==> config.mk <==
export PLATFORM = sky130hd
export DESIGN_NAME = mips_multicycle
export DESIGN_NICKNAME = d
export VERILOG_FILES = /design/src/rtl/mips_defs_pkg.sv /design/src/rtl/mips_multicycle_regfile.sv /design/src/rtl/mips_multicycle.sv
export SDC_FILE = /design/constraint.sdc
export NUM_CORES = 2
export LEC_CHECK = 0
export CAP_MARGIN = 10
export CORE_MARGIN = 1
export CORE_UTILIZATION = 60
export DETAILED_ROUTE_END_ITERATION = 8
export PLACE_DENSITY = 0.81
export SYNTH_ARGS = -nofsm -noshare
export SYNTH_HDL_FRONTEND = slang
export SYNTH_SLANG_ARGS = --single-unit
==> constraint.sdc <==
create_clock -name clk -period 5.7 [get_ports clk]
set_clock_uncertainty 0.15 [all_clocks]
set_input_delay 1.14 -clock clk [delete_from_list [all_inputs] [get_ports clk]]
set_output_delay 1.14 -clock clk [all_outputs]
set_load 0.01 [all_outputs]
==> src/rtl/mips_defs_pkg.sv <==
// rtl/mips_defs_pkg.sv - shared MIPS opcode/funct constants, FSM states and ALU helpers
//
// Purpose: definitions shared by the single-cycle and multi-cycle MIPS cores.
// Contents: opcode and funct field values, multi-cycle FSM state encoding,
//           ALU operation codes and the ALU itself as a pure function.
package mips_defs;

  localparam logic [5:0] OP_RTYPE = 6'd0;
  localparam logic [5:0] OP_J     = 6'd2;
  localparam logic [5:0] OP_BEQ   = 6'd4;
  localparam logic [5:0] OP_ADDI  = 6'd8;
  localparam logic [5:0] OP_LW    = 6'd35;
  localparam logic [5:0] OP_SW    = 6'd43;

  localparam logic [5:0] F_ADD = 6'd32;
  localparam logic [5:0] F_SUB = 6'd34;
  localparam logic [5:0] F_AND = 6'd36;
  localparam logic [5:0] F_OR  = 6'd37;
  localparam logic [5:0] F_SLT = 6'd42;

  typedef enum logic [2:0] {
    ST_FETCH  = 3'd0,
    ST_DECODE = 3'd1,
    ST_EXEC   = 3'd2,
    ST_MEM    = 3'd3,
    ST_WB     = 3'd4,
    ST_HALT   = 3'd5
  } state_t;

  typedef enum logic [2:0] {
    ALU_ADD = 3'd0,
    ALU_SUB = 3'd1,
    ALU_AND = 3'd2,
    ALU_OR  = 3'd3,
    ALU_SLT = 3'd4
  } alu_op_t;

  function automatic logic legal_funct(logic [5:0] f);
    return f inside {F_ADD, F_SUB, F_AND, F_OR, F_SLT};
  endfunction

  function automatic alu_op_t funct_to_alu_op(logic [5:0] f);
    case (f)
      F_SUB:   return ALU_SUB;
      F_AND:   return ALU_AND;
      F_OR:    return ALU_OR;
      F_SLT:   return ALU_SLT;
      default: return ALU_ADD;
    endcase
  endfunction

  // 32-bit wrapping arithmetic, slt compares as signed.
  function automatic logic [31:0] alu(alu_op_t op, logic [31:0] x, logic [31:0] y);
    case (op)
      ALU_SUB: return x - y;
      ALU_AND: return x & y;
      ALU_OR:  return x | y;
      ALU_SLT: return {31'd0, $signed(x) < $signed(y)};
      default: return x + y;
    endcase
  endfunction

endpackage

==> src/rtl/mips_multicycle_regfile.sv <==
// rtl/mips_multicycle_regfile.sv - MIPS register file, 2 async reads, 1 sync write
//
// Purpose: NREGS x 32-bit architectural registers; R0 always reads zero.
// Ports:
//   clk, reset          clock, synchronous active-low reset (clears every register)
//   raddr1/raddr2       read addresses; rdata1/rdata2 combinational read data
//   we, waddr, wdata    write port, applied at the rising edge; writes to R0 dropped
module mips_regfile #(
  parameter int NREGS = 32
) (
  input  logic                     clk,
  input  logic                     reset,
  input  logic [$clog2(NREGS)-1:0] raddr1,
  input  logic [$clog2(NREGS)-1:0] raddr2,
  input  logic                     we,
  input  logic [$clog2(NREGS)-1:0] waddr,
  input  logic [31:0]              wdata,
  output logic [31:0]              rdata1,
  output logic [31:0]              rdata2
);

  logic [31:0] regs [NREGS];

  always_ff @(posedge clk) begin
    if (!reset) begin
      for (int i = 0; i < NREGS; i++) regs[i] <= '0;
    end else if (we && waddr != '0) begin
      regs[waddr] <= wdata;
    end
  end

  assign rdata1 = (raddr1 == '0) ? '0 : regs[raddr1];
  assign rdata2 = (raddr2 == '0) ? '0 : regs[raddr2];

endmodule

==> src/rtl/mips_multicycle.sv <==
// rtl/mips_multicycle.sv - multi-cycle MIPS core with one shared req/ready memory port
//
// Purpose: executes add/sub/and/or/slt, addi, lw, sw, beq, j through a
//   FETCH -> DECODE -> EXEC -> MEM -> WB state machine; illegal opcodes,
//   out-of-range register fields and misaligned data addresses enter HALT.
// Ports:
//   clk, reset            clock, synchronous active-low reset
//   mem_req/mem_we        request strobe and write select, held until mem_ready
//   mem_addr/mem_wdata    word-aligned byte address and store data
//   mem_ready/mem_rdata   completion strobe and read data from memory
//   address/instruction   debug view of PC and instruction register
//   result                last writeback value
//   retire                one-cycle pulse per completed instruction
//   halted                sticky fault indication
module mips_multicycle
  import mips_defs::*;
#(
  parameter int                ADDR_W   = 16,
  parameter int                NREGS    = 32,
  parameter logic [ADDR_W-1:0] RESET_PC = '0
) (
  input  logic              clk,
  input  logic              reset,
  output logic              mem_req,
  output logic              mem_we,
  output logic [ADDR_W-1:0] mem_addr,
  output logic [31:0]       mem_wdata,
  input  logic              mem_ready,
  input  logic [31:0]       mem_rdata,
  output logic [ADDR_W-1:0] address,
  output logic [31:0]       instruction,
  output logic [31:0]       result,
  output logic              retire,
  output logic              halted
);

  localparam int RW = $clog2(NREGS);

  state_t            state;
  logic [ADDR_W-1:0] pc;
  logic [ADDR_W-1:0] target;
  logic [31:0]       ir;
  logic [31:0]       a;
  logic [31:0]       b;
  logic [31:0]       alu_out;
  logic [31:0]       mdr;

  logic [5:0]  opcode;
  logic [5:0]  funct;
  logic [4:0]  rs;
  logic [4:0]  rt;
  logic [4:0]  rd;
  logic [31:0] simm;

  assign opcode = ir[31:26];
  assign rs     = ir[25:21];
  assign rt     = ir[20:16];
  assign rd     = ir[15:11];
  assign funct  = ir[5:0];
  assign simm   = {{16{ir[15]}}, ir[15:0]};

  logic [31:0] rf_rdata1;
  logic [31:0] rf_rdata2;
  logic [4:0]  wb_dest;
  logic [31:0] wb_value;

  // True when a 5-bit register field names a register this core does not have.
  function automatic logic reg_bad(logic [4:0] idx);
    return (idx >> RW) != 5'd0;
  endfunction

  logic        legal;
  alu_op_t     alu_op;
  logic [31:0] alu_b;
  logic [31:0] alu_res;

  always_comb begin
    legal = 1'b0;
    case (opcode)
      OP_RTYPE:                    legal = legal_funct(funct) && !reg_bad(rs) && !reg_bad(rt) && !reg_bad(rd);
      OP_ADDI, OP_LW, OP_SW, OP_BEQ: legal = !reg_bad(rs) && !reg_bad(rt);
      OP_J:                        legal = 1'b1;
      default:                     legal = 1'b0;
    endcase
    alu_op   = (opcode == OP_RTYPE) ? funct_to_alu_op(funct) : ALU_ADD;
    alu_b    = (opcode == OP_RTYPE) ? b : simm;
    alu_res  = alu(alu_op, a, alu_b);
    wb_dest  = (opcode == OP_RTYPE) ? rd : rt;
    wb_value = (opcode == OP_LW) ? mdr : alu_out;
  end

  // Jump keeps the PC bits above the 28-bit region only when the PC has them.
  logic [ADDR_W-1:0] jump_pc;
  if (ADDR_W > 28) begin : g_jump_hi
    assign jump_pc = {pc[ADDR_W-1:28], ir[25:0], 2'b00};
  end else begin : g_jump_lo
    assign jump_pc = ADDR_W'({ir[25:0], 2'b00});
  end

  mips_regfile #(.NREGS(NREGS)) u_rf (
    .clk    (clk),
    .reset  (reset),
    .raddr1 (rs[RW-1:0]),
    .raddr2 (rt[RW-1:0]),
    .we     (state == ST_WB),
    .waddr  (wb_dest[RW-1:0]),
    .wdata  (wb_value),
    .rdata1 (rf_rdata1),
    .rdata2 (rf_rdata2)
  );

  // The request is decoded from the state so it is already up in the first
  // FETCH/MEM cycle; gating with reset drops it as soon as reset is applied,
  // since the state register itself only clears at the next edge.
  assign mem_req   = reset && (state == ST_FETCH || state == ST_MEM);
  assign mem_we    = reset && (state == ST_MEM) && (opcode == OP_SW);
  assign mem_addr  = (state == ST_MEM) ? alu_out[ADDR_W-1:0] : pc;
  assign mem_wdata = b;

  assign address     = pc;
  assign instruction = ir;
  assign halted      = (state == ST_HALT);

  always_ff @(posedge clk) begin
    if (!reset) begin
      state   <= ST_FETCH;
      pc      <= RESET_PC;
      target  <= '0;
      ir      <= '0;
      a       <= '0;
      b       <= '0;
      alu_out <= '0;
      mdr     <= '0;
      result  <= '0;
      retire  <= 1'b0;
    end else begin
      retire <= 1'b0;
      case (state)
        ST_FETCH: begin
          if (mem_ready) begin
            ir    <= mem_rdata;
            pc    <= pc + ADDR_W'(4);
            state <= ST_DECODE;
          end
        end
        ST_DECODE: begin
          a      <= rf_rdata1;
          b      <= rf_rdata2;
          target <= pc + ADDR_W'({simm[29:0], 2'b00});
          state  <= legal ? ST_EXEC : ST_HALT;
        end
        ST_EXEC: begin
          case (opcode)
            OP_LW, OP_SW: begin
              alu_out <= alu_res;
              // A misaligned effective address faults before any access is made.
              state   <= (alu_res[1:0] != 2'b00) ? ST_HALT : ST_MEM;
            end
            OP_BEQ: begin
              if (a == b) pc <= target;
              retire <= 1'b1;
              state  <= ST_FETCH;
            end
            OP_J: begin
              pc     <= jump_pc;
              retire <= 1'b1;
              state  <= ST_FETCH;
            end
            default: begin
              alu_out <= alu_res;
              state   <= ST_WB;
            end
          endcase
        end
        ST_MEM: begin
          if (mem_ready) begin
            if (opcode == OP_SW) begin
              retire <= 1'b1;
              state  <= ST_FETCH;
            end else begin
              mdr   <= mem_rdata;
              state <= ST_WB;
            end
          end
        end
        ST_WB: begin
          result <= wb_value;
          retire <= 1'b1;
          state  <= ST_FETCH;
        end
        ST_HALT: state <= ST_HALT;
        default: state <= ST_HALT;
      endcase
    end
  end

endmodule

==> impl_metrics.ini <==
[status]
status = complete, no violations

[floorplan]
start_util = 0.608
die-area_um2 = 112000
boundaryPins = 167
die_x_um = 335
num_rows = 121
core_area_um2 = 109000
die_h_um = 335

[synthesis]
postSynthCellCount = 5267
synth_edf_count = 1024
synth-adder-area-share = 0.0216
synth-xor-area-share = 0.00698
yosys.area_share.simple = 0.112
ys_types = 75
synthArstFlopShare = 0
synth_area_per_cell_um2 = 12.6
synth_area_um2 = 66500
synth_compound_area_frac = 0.0585
ys_seq_elements = 1262
synth_seq_area_share = 0.534
synth_mux_area_frac = 0.233
yosys_warnings = 0
synth-main-ff-cell = edfxtp_1
synth_top_family_by_area = multiplexers

[global_routing]
grt_max_degree = 78
first_global_vias = 50053
antenna_found_initial = 5
track_usage = 0.426
grt.overflow.total = 0
grt_pass1_wl_mm = 339

[clock_tree]
post-cts-setup-buffer-count = 0
ctsLongestPathBuffers = 3
cts_buffers = 131
cts_sinks = 1262
cts_resized = 0
cts-root-buf = clkbuf_16
clkTransAtPathRegs_ps = 60
worstSkewPairLatency_ps = 790
htreeDepth = 4
ctsHoldBuffers = 0
cts_tree = built

[route]
wl_per_cell_um = 34.6
wl_mm = 238
first_iter_violations = 9600
dr_total_vias = 50576
drt_first_pass_iters = 9
ant_nets = 0
via_per_inst = 7.36
drc = 0

[place]
port_buffers = 166
dp_slack_ps = 558
hpwl_mm = 148
place_congestion = 1.01

[sta]
rsz0062_at_grt = false
fin_crit_ps = 5340
fmax_mhz = 187
setup_viol = 0
finalWorstSetupSlack_ps = 363
period_share = 0.936
relSlewSlack = 0.114
final_hold_viol_count = 0
slew_viol_final = 0
tightest_slew_ps = 1300
timing.setup.tns_ps = 0

[cells_and_area]
final-seq-area_um2 = 35500
multi_input_area_um2 = 29500
nNetsFinal = 5433
area_delta_synth_final_pct = 12.4
fillers = 7178
drive_above_1_share = 0.209

[worst_setup_path]
cp_max_fo = 8
cp-end-kind = register
cp.arrival_ps = 5860
critPathKind = register to register
cp.required_ps = 6220
start_kind = register

[power]
leakage_uw = 0.0242
irDropWorstVdd_uv = 329
power_density_nw_per_um2 = 322

[run]
maxCapViolCount = 0

[worst_hold_path]
hold_class = register to register
## final timing paths
path | start | slack, ps | to | cells past startpoint
max | instruction[31]$_SDFFE_PN0P_ | 360 | state[2]$_SDFFE_PN0P_ | 15
min | target[7]$_SDFFE_PN0N_ | 310 | target[7]$_SDFFE_PN0N_ | 2
min reg2reg | target[7]$_SDFFE_PN0N_ | 310 | target[7]$_SDFFE_PN0N_ | 2
max reg2reg | instruction[31]$_SDFFE_PN0P_ | 360 | state[2]$_SDFFE_PN0P_ | 15
## area by class of cell
cell class,instances,area share
clock inverters,56,0.00692
multi-input cells,3441,0.394
well taps,1476,0.0247
repair buffers,339,0.0443
diodes,3,0.000100
clock buffers,182,0.0485
inverters,110,0.00563
flip-flops and latches,1262,0.476
## power by group
part	leakage (µW)	internal (µW)	switching, µW
Clock	0.00203	4790	3780
Sequential	0.0125	10300	522
Combinational	0.00973	1910	2760
## placed cells by master, fill, tap and decap left out, types with 110 or more instances in the layout
| master | instances |
|---|---|
| dfxtp_1 | 227 |
| edfxtp_1 | 1024 |
| a21oi_1 | 273 |
| nor2_1 | 1267 |
| buf_4 | 146 |
| ha_1 | 110 |
| clkbuf_16 | 136 |
| nand2_1 | 343 |
| clkdlybuf4s50_1 | 165 |
| mux4_2 | 640 |
## cell usage after synthesis, drive strengths merged (5+ instances only)
cell	n	area share
a211oi	52	0.0059
a21o	33	0.0037
a21oi	275	0.021
a221o	10	0.0015
a221oi	12	0.0016
a311oi	7	0.00092
a31oi	19	0.0018
and2	8	0.00075
and3	11	0.0010
buf	70	0.0040
clkbuf	415	0.023
dfxtp	238	0.072
edfxtp	1024	0.46
ha	110	0.021
inv	109	0.0062
mux2i	106	0.016
mux4	640	0.22
nand2	404	0.023
nand2b	17	0.0016
nand3	36	0.0027
nand3b	6	0.00068
nand4	11	0.0010
nor2	1269	0.072
nor2b	20	0.0019
nor3	41	0.0034
nor3b	5	0.00056
nor4	16	0.0015
o211ai	30	0.0034
o21a	6	0.00068
o21ai	97	0.0073
o21bai	12	0.0014
o221a	5	0.00085
o221ai	8	0.0011
o22ai	11	0.0010
o31ai	11	0.0012
or2	7	0.00066
or3	7	0.00066
or4	5	0.00062
xnor2	18	0.0024
xor2	35	0.0046
## critical path: stages (launching register included)
cell and delay (ps):
dfxtp_1 380, or4_4 600, nor3_4 430, nor2_1 80, a21o_1 210, ha_1 230, fa_1 450, o21ba_2 240
o221ai_1 270, nor4b_1 520, o32ai_1 340, o21ai_1 310, o21a_1 300, a211o_1 310, a31oi_1 120, o221a_2 270
## sequential cells by signal (all words and copies together), names as in the netlist, named ones only
name / flops
mdr: 32
mem_wdata: 32
alu_out: 32
a: 32
state: 3
retire: 1
address: 16
target: 16
result: 32
instruction: 32
u_rf.regs: 1024
## logic make-up after synthesis
family,count (synthesis)
AO/OA/AOI/OAI,629
XOR/XNOR,53
adder cells (fa/ha/maj),113
buffers and inverters,595
flip-flops,1262
multiplexers,746
other,1
AND/OR/NAND/NOR,1868
## per-layer routing
| metal | up-vias | track usage | share of wire |
|---|---|---|---|
| met5 | - | 0.00347 | 0.00032 |
| met4 | 6 | 0.295 | 0.083 |
| met3 | 1192 | 0.143 | 0.16 |
| met2 | 5164 | 0.623 | 0.44 |
| met1 | 24551 | 0.538 | 0.32 |
| li1 | 19663 | - | - |
## through the flow
stage               instance area (µm²)  utilization  power, µW  hold WS [ps]  cells
floorplan                         66600            -      13700           282   5298
global placement                  70600        0.645      15300           291   6627
detailed placement                70600        0.645      15500           297   6627
CTS                               74700        0.683      23900           305   6865
global route                      74700        0.684      24500           318   6866
finish                            74700        0.684      24100           307   6869
(Power assumes the default switching activity.)
